[src/rtl/rtc_ascii_framer.sv]
// rtc_ascii_framer: turns one DS1302 BCD snapshot into "20YY-MM-DD HH:MM:SS"
// (optionally followed by CR LF) and streams it over a valid/ready byte port.
module rtc_ascii_framer #(
  parameter logic [7:0] CENTURY   = 8'h20,
  parameter bit         SEND_CRLF = 1'b1
) (
  input  logic       clk,
  input  logic       rst,
  input  logic       en,
  input  logic       dataValid,
  input  logic [7:0] secData,
  input  logic [7:0] minData,
  input  logic [7:0] hrsData,
  input  logic [7:0] dateData,
  input  logic [7:0] monData,
  input  logic [7:0] yrData,
  input  logic       txReady,
  output logic       txValid,
  output logic [7:0] txData,
  output logic       busy,
  output logic       frameDone,
  output logic       overrun
);

  localparam logic [4:0] LAST_IDX = SEND_CRLF ? 5'd20 : 5'd18;

  typedef enum logic [1:0] {IDLE, SEND, DONE} state_t;

  // Masked snapshot; hrs is always held as {tens[1:0], units[3:0]}.
  typedef struct packed {
    logic [7:0] yr;
    logic [4:0] mon;
    logic [5:0] date;
    logic [5:0] hrs;
    logic [6:0] mins;
    logic [6:0] secs;
  } snap_t;

  state_t     state, state_n;
  logic [4:0] idx, idx_n;
  snap_t      snap_p0, snap_n, snap_in;
  logic       txValid_n, busy_n, frameDone_n, overrun_n;
  logic [7:0] txData_n;

  // Bits of the raw registers that carry no time digits (CH, AM/PM-select, spares).
  logic unused_bits;
  assign unused_bits = ^{secData[7], minData[7], dateData[7:6], monData[7:5], hrsData[6]};

  // One BCD nibble to ASCII; out-of-range nibbles become '?'.
  function automatic logic [7:0] digit(input logic [3:0] n);
    logic [7:0] c;
    c = (n > 4'd9) ? 8'h3F : (8'h30 + {4'h0, n});
    return c;
  endfunction

  // Byte at position i of the frame built from snapshot s.
  function automatic logic [7:0] frame_byte(input logic [4:0] i, input snap_t s);
    logic [7:0] b;
    b = 8'h00;
    case (i)
      5'd0:  b = digit(CENTURY[7:4]);
      5'd1:  b = digit(CENTURY[3:0]);
      5'd2:  b = digit(s.yr[7:4]);
      5'd3:  b = digit(s.yr[3:0]);
      5'd4:  b = 8'h2D;
      5'd5:  b = digit({3'b000, s.mon[4]});
      5'd6:  b = digit(s.mon[3:0]);
      5'd7:  b = 8'h2D;
      5'd8:  b = digit({2'b00, s.date[5:4]});
      5'd9:  b = digit(s.date[3:0]);
      5'd10: b = 8'h20;
      5'd11: b = digit({2'b00, s.hrs[5:4]});
      5'd12: b = digit(s.hrs[3:0]);
      5'd13: b = 8'h3A;
      5'd14: b = digit({1'b0, s.mins[6:4]});
      5'd15: b = digit(s.mins[3:0]);
      5'd16: b = 8'h3A;
      5'd17: b = digit({1'b0, s.secs[6:4]});
      5'd18: b = digit(s.secs[3:0]);
      5'd19: b = 8'h0D;
      5'd20: b = 8'h0A;
      default: b = 8'h00;
    endcase
    return b;
  endfunction

  // Mask the raw registers; 12 h mode keeps only bit4 as the hours tens digit.
  always_comb begin
    snap_in      = '0;
    snap_in.yr   = yrData;
    snap_in.mon  = monData[4:0];
    snap_in.date = dateData[5:0];
    snap_in.hrs  = hrsData[7] ? {1'b0, hrsData[4], hrsData[3:0]} : hrsData[5:0];
    snap_in.mins = minData[6:0];
    snap_in.secs = secData[6:0];
  end

  // Next-state logic; every output is computed here one cycle ahead and registered.
  always_comb begin
    state_n     = state;
    idx_n       = idx;
    snap_n      = snap_p0;
    txValid_n   = txValid;
    txData_n    = txData;
    busy_n      = busy;
    frameDone_n = 1'b0;
    overrun_n   = overrun;
    case (state)
      IDLE: begin
        txValid_n = 1'b0;
        busy_n    = 1'b0;
        if (dataValid && en && !busy) begin
          snap_n    = snap_in;
          idx_n     = 5'd0;
          overrun_n = 1'b0;
          txValid_n = 1'b1;
          txData_n  = frame_byte(5'd0, snap_in);
          busy_n    = 1'b1;
          state_n   = SEND;
        end
      end
      SEND: begin
        txValid_n = 1'b1;
        busy_n    = 1'b1;
        if (dataValid && en) overrun_n = 1'b1;
        if (txValid && txReady) begin
          if (idx == LAST_IDX) begin
            txValid_n   = 1'b0;
            frameDone_n = 1'b1;
            state_n     = DONE;
          end else begin
            idx_n    = idx + 5'd1;
            txData_n = frame_byte(idx + 5'd1, snap_p0);
          end
        end
      end
      DONE: begin
        if (dataValid && en) overrun_n = 1'b1;
        txValid_n = 1'b0;
        busy_n    = 1'b0;
        state_n   = IDLE;
      end
      default: begin
        txValid_n = 1'b0;
        busy_n    = 1'b0;
        state_n   = IDLE;
      end
    endcase
  end

  // State, snapshot and output registers.
  always_ff @(posedge clk) begin
    if (rst) begin
      state     <= IDLE;
      idx       <= 5'd0;
      snap_p0   <= '0;
      txValid   <= 1'b0;
      txData    <= 8'h00;
      busy      <= 1'b0;
      frameDone <= 1'b0;
      overrun   <= 1'b0;
    end else begin
      state     <= state_n;
      idx       <= idx_n;
      snap_p0   <= snap_n;
      txValid   <= txValid_n;
      txData    <= txData_n;
      busy      <= busy_n;
      frameDone <= frameDone_n;
      overrun   <= overrun_n;
    end
  end

endmodule
[config.mk]
export PLATFORM = sky130hd
export DESIGN_NAME = rtc_ascii_framer
export DESIGN_NICKNAME = d
export VERILOG_FILES = /design/src/rtl/rtc_ascii_framer.sv
export SDC_FILE = /design/constraint.sdc
export NUM_CORES = 1
export LEC_CHECK = 0
export CORE_MARGIN = 8
export CORE_UTILIZATION = 48
export CTS_BUF_LIST = sky130_fd_sc_hd__clkbuf_4
export DETAILED_ROUTE_END_ITERATION = 8
export GPL_TIMING_DRIVEN = 0
export PLACE_DENSITY = 0.84
export RECOVER_POWER = 25
export SYNTH_ARGS = -nofsm -noshare
export SYNTH_HDL_FRONTEND = slang
export SYNTH_SLANG_ARGS = --single-unit
export TNS_END_PERCENT = 100
[constraint.sdc]
create_clock -name clk -period 2.4 [get_ports clk]
set_input_delay 0.48 -clock clk [delete_from_list [all_inputs] [get_ports clk]]
set_output_delay 0.48 -clock clk [all_outputs]
set_load 0.03 [all_outputs]
# Word-level counts from Yosys, hierarchy flattened
# Cells that the tools add are included.
[op_classes]
n_addsub = 13
n_mul = 0
n_div = 0
n_lt_le_gt_ge = 11
eq_ne = 28
n_shift = 0
mux = 34
bitwise_logic = 2
reduce_logical = 16
[ops]
columns = ["op", "n"]
rows = [
  ["$pmux 7 s19", 1],
  ["$mux 7", 11],
  ["$add 6x4->7 const A", 7],
  ["$eq 5x4->1 const B", 8],
  ["$eq 5x5->1 const B", 6],
  ["$gt 4x4->1 const B", 7],
  ["$mux 8", 3],
  ["$eq 5x3->1 const B", 4],
  ["$pmux 8 s2", 1],
  ["$mux 5", 3],
  ["$add 6x2->7 const A", 2],
  ["$add 6x3->7 const A", 2],
  ["$eq 5x2->1 const B", 2],
  ["$pmux 5 s2", 1],
  ["$gt 2x4->1 const B", 2],
  ["$gt 3x4->1 const B", 2],
  ["$ne 2x2->1 const B", 4],
  ["$add 6x1->7 const A", 1],
  ["$mux 1", 6],
  ["$mux 2", 3],
  ["$mux 6", 1],
  ["$pmux 1 s2", 3],
  ["$reduce_and 3->1", 2],
  ["$reduce_or 2->1", 3],
  ["15 further kinds", 19],
]
[word_totals]
regBits = 58
latch_bits = 0
ramBits = 0
rom_bits = 0
inputBits = 53
out_inout_bits = 12
mem_count = 0

# Longest topological paths before layout
[depth]
ltp_word = 7
ltp_mapped = 9
ltp_nobuf = 8

# Least setup slack after synthesis
# Ideal clock, no wire load.
[synth_path]
path_type = "reg2reg"
from = "register idx[0]"
to = "register txData[4]"
setup_time_ps = 134
arrival_time_ps = 2081
required_ps = 2266
slack_ps = 186
stages_incl_launch_ff = 10
path_cell_list = "dfxtp_1 -> inv_1 -> ha_1 -> buf_4 -> and4b_4 -> a211o_4 -> a311oi_2 -> o31ai_1 -> nor4b_2 -> a211oi_1"
[synth_between]
elab_chain_len = 7
[synth_lines]
columns = ["item", "line_no", "source"]
rows = [
  ["from (decl)", "40", "logic [4:0] idx, idx_n;"],
  ["from (signal assigned)", "164", "idx <= idx_n;"],
  ["$add 5x1->5", "133", "txData_n = frame_byte(idx + 5'd1, snap_p0);"],
  ["$eq 5x5->1 (tied with other cells)", "60", "case (i)"],
  ["$reduce_or 2->1 (no source line)", "n/a", ""],
  ["$pmux 7 s19", "60", ""],
  ["$mux 8", "127", "if (idx == LAST_IDX) begin"],
  ["$mux 8", "126", "if (txValid && txReady) begin"],
  ["$pmux 8 s2", "108", "case (state)"],
  ["to (signal assigned)", "167", "txData <= txData_n;"],
  ["to (decl)", "19", "output logic [7:0] txData,"],
]
# Several ways; a longest one is shown, not always the timed one. The select of a mux whose other input is x is not followed.
# A chain may end at the register's enable or synchronous reset.

# Worst setup path in the final report
[layout_path]
from = "register idx[1]"
to = "register txData[3]"
# The elaborated chain is that of the path after synthesis.

==> flow_metrics.py <==
metrics = {
    "outcome": {
        "status": "complete, no violations",
    },
    "floorplanning": {
        "dieArea_sq_mm": 0.00911,
        "core_sq_mm": 0.00624,
        "die-width_microns": 95.5,
        "start_util_pct": 48.6,
        "fp.dieH_microns": 95.5,
        "row_count": 29,
        "ios": 65,
    },
    "synthesis": {
        "synth-seq-cells": 56,
        "synth_xor_xnor_area_share_pct": 0.867,
        "synth_top_family_by_area": "compound AO/OA/AOI/OAI gates",
        "synthArstFlopShare_pct": 0,
        "synth.avg_cell_area_sq_um": 7.45,
        "syn_area_sq_mm": 0.00303,
        "synth_compound_area_share_pct": 29.9,
        "yosysSeqAreaShare_pct": 37.0,
        "synthCells": 407,
        "synth_top_area_share_pct": 37.0,
        "ys_top_cells_by_area": "dfxtp_1 37%, a21oi_1 12%, nand2_1 11%",
        "yosys.area_share.simple_pct": 23.7,
        "synth_area_leader_cell": "dfxtp_1",
        "synth_edf_count": 0,
        "synth_top_flop_cell": "dfxtp_1",
        "synthMuxAreaShare_pct": 0,
        "synth_fa_ha_area_share_pct": 2.89,
        "synth_warnings": 0,
        "yosys.cell_types.count": 57,
    },
    "placement": {
        "dp_hpwl_microns": 6820,
        "gp_congestion": 0.966,
        "pre_cts_slack_ns": -0.294,
        "io_buffers": 53,
    },
    "worst_setup_path": {
        "r2r-start": "idx[1]",
        "required_ns": 2.69,
        "regToRegSetupSlack_ns": 0.08,
        "path_class": "flip-flop to flip-flop",
        "critPathArrivalTime_ns": 2.61,
        "r2r_end": "txData[3]",
        "reg2reg_depth": 8,
        "start_kind": "flip-flop",
        "cpPeakStageDelay_ns": 0.40,
        "cp_slowest_cell": "dfxtp_4",
        "critPathMaxFanout": 7,
        "crit_chain": "buf_4 > ha_2 > and2_2 > a21bo_2 > a31oi_4 > nor2_1 > a221o_1 > o31a_1",
        "worstSetupEndpointType": "flip-flop",
    },
    "min_path": {
        "min_path_type": "flip-flop to flip-flop",
        "hp-start": "snap_p0[13]",
        "holdPathStages": 2,
        "whs_endpoint": "snap_p0[13]",
    },
    "sta": {
        "fin_crit_sh_pct": 96.9,
        "slew_headroom_pct": 59.4,
        "finalClockSkew_ns": 0.0108,
        "fmax_ghz": 0.430,
        "worst_slew_pin_slew_ns": 0.610,
        "final_max_slew_viol_count": 0,
        "worst_slack_ns": 0.0750,
        "hold_viol": 0,
        "period_needed_ns": 2.32,
        "setup_violations": 0,
    },
    "route": {
        "drt-total-wl_microns": 9130,
        "dr_total_vias": 3211,
        "avgViaCountPerCell": 5.80,
        "route.detailed.drc": 0,
        "postRouteAntennaNets": 0,
        "drtPass1Iterations": 4,
        "first_iter_violations": 212,
        "routedWlPerCell_microns": 16.5,
    },
    "job": {
        "cap_viol_max_count": 0,
    },
    "global_route": {
        "track_usage_pct": 20.5,
        "grt_pass1_vias": 3093,
        "grt_pass1_wl_microns": 14900,
        "antenna_found_initial": 0,
        "grt-ovfl-total": 0,
        "grt_max_degree": 19,
    },
    "clocking": {
        "clk_latency_ns": 0.38,
        "cts_sinks": 56,
        "max-clock-path-buffers": 2,
        "h-tree-depth": 2,
        "clk_pin_slew_ns": 0.17,
        "cts_root_buf": "clkbuf_4",
        "numCtsBuffers": 5,
        "cts_tree": "done",
        "postCtsHoldBufs": 0,
    },
    "cells_and_area": {
        "drive_gt1_share_pct": 11.1,
        "diodes": 0,
        "fin_nets": 536,
        "areaGrowthSynthToFinish_pct": 26.7,
    },
    "power_and_ir_drop": {
        "power_uw": 1870,
        "leakage_uw": 0.00133,
        "ir_worst_vdd_mv": 0.357,
        "cellPowerDensity_mw_per_mm2": 487,
    },
}
[routing by layer]
metal	vias up	GRT usage, %	wire length (microns)
met3	21	3.86	572
li1	1576	-	-
met1	1500	26.1	4000
met5	-	0	0
met4	0	7.94	265
met2	114	33.5	4290
[critical path, delay by kind of cell, from the launching register on]
kind            cells  cell delay (ns)
compound gates      4             1.20
flops               1             0.40
simple gates        2             0.30
fa+ha+maj           1             0.19
buf+inv             1             0.14
[placed cells by master (no fill, tap or decap), drive strengths merged, types with 2 or more instances in the layout]
cell and n:
nand2 92, a21oi 74, dfxtp 56, clkdlybuf4s50 43, nor2 29, clkbuf 20
buf 19, o21ai 16, inv 13, nor3 10, dlygate4sd3 10, a22oi 9
ha 7, a31oi 6, o22ai 5, nand3 5, a211oi 5, nand2b 4
o21a 4, nand4b 3, a211o 3, nor2b 2, xnor2 2, o211ai 2
and4 2, o32ai 2, or3 2, nor3b 2, conb 2, o22a 2
a311oi 2, o31ai 2, clkinv 2
[synth_stat cells, drive strengths merged, types with 2 or more instances]
cell and count:
nor2 29, nand2 92, ha 7, or3 2
a31oi 6, nor2b 2, o22ai 5, nand2b 4
o22a 2, buf 10, a311oi 2, a211oi 5
nand4b 3, nor3b 2, nand3 5, nor3 10
inv 12, o211ai 2, a211o 3, a22oi 9
o21ai 16, o32ai 2, o31ai 2, o21a 4
xnor2 2, dfxtp 56, clkbuf 16, and4 2
a21oi 74
[worst max path at each step]
stage	startpoint	to	cells after the start
final	idx[1]	txData[3]	8
after global routing	idx[1]	txData[4]	9
after CTS	idx[1]	txData[4]	9
after detailed placement	dataValid	txData[3]	7
after global placement	en	txData[4]	7
after floorplan	idx[0]	txData[4]	9
[per-stage QoR]
stage / hold slack [ns] / util [%] / TNS, ns / cell area [sq um] / cells
after floorplan: 0.431 / - / 0 / 3030 / 408
after global placement: 0.444 / 58.7 / -1.91 / 3660 / 538
after detailed placement: 0.450 / 58.7 / -3.01 / 3660 / 538
after CTS: 0.470 / 60.0 / 0 / 3750 / 548
after global routing: 0.498 / 61.5 / -0.0103 / 3840 / 554
final: 0.470 / 61.5 / 0 / 3840 / 554
[sequential cells by signal, indices dropped and copies added, names as in the netlist]
name	count
snap_p0	39
state	2
busy	1
txValid	1
idx	5
overrun	1
frameDone	1
txData	6
[cell type report]
cell class	instances	area (sq um)
well taps	77	96.3
flip-flops and latches	56	1130
multi-input cells	314	1790
clock inverters	3	22.5
inverters	12	45.0
clock buffers	5	37.5
plain buffers	24	123
fillers	589	2400
repair buffers	63	602
[kinds of logic (layout without fill, tap and decap cells)]
group                      count (synthesis)  count (layout)
buffers and inverters                     38             107
xor gates and xnor gates                   3               3
and+or+nand+nor                          159             159
adders and majority gates                  7               7
DFF                                       56              56
AOI/OAI and AO/OA                        143             143
other                                      1               2
[power by group]
| group | internal, uW | switching (uW) | leakage, uW |
|---|---|---|---|
| clock network | 119 | 312 | 0.0000356 |
| logic | 170 | 226 | 0.000836 |
| registers | 991 | 50.6 | 0.000457 |
| total | 1280 | 589 | 0.00133 |
[repair_timing]
item                                    CTS  global route
endpoints found under the setup margin    6            10
pin swaps                                 1             6
cloned                                    0             0
gates resized for setup                   6            17
buffers inserted                          2             8
Power figures use the tool's default switching activity.
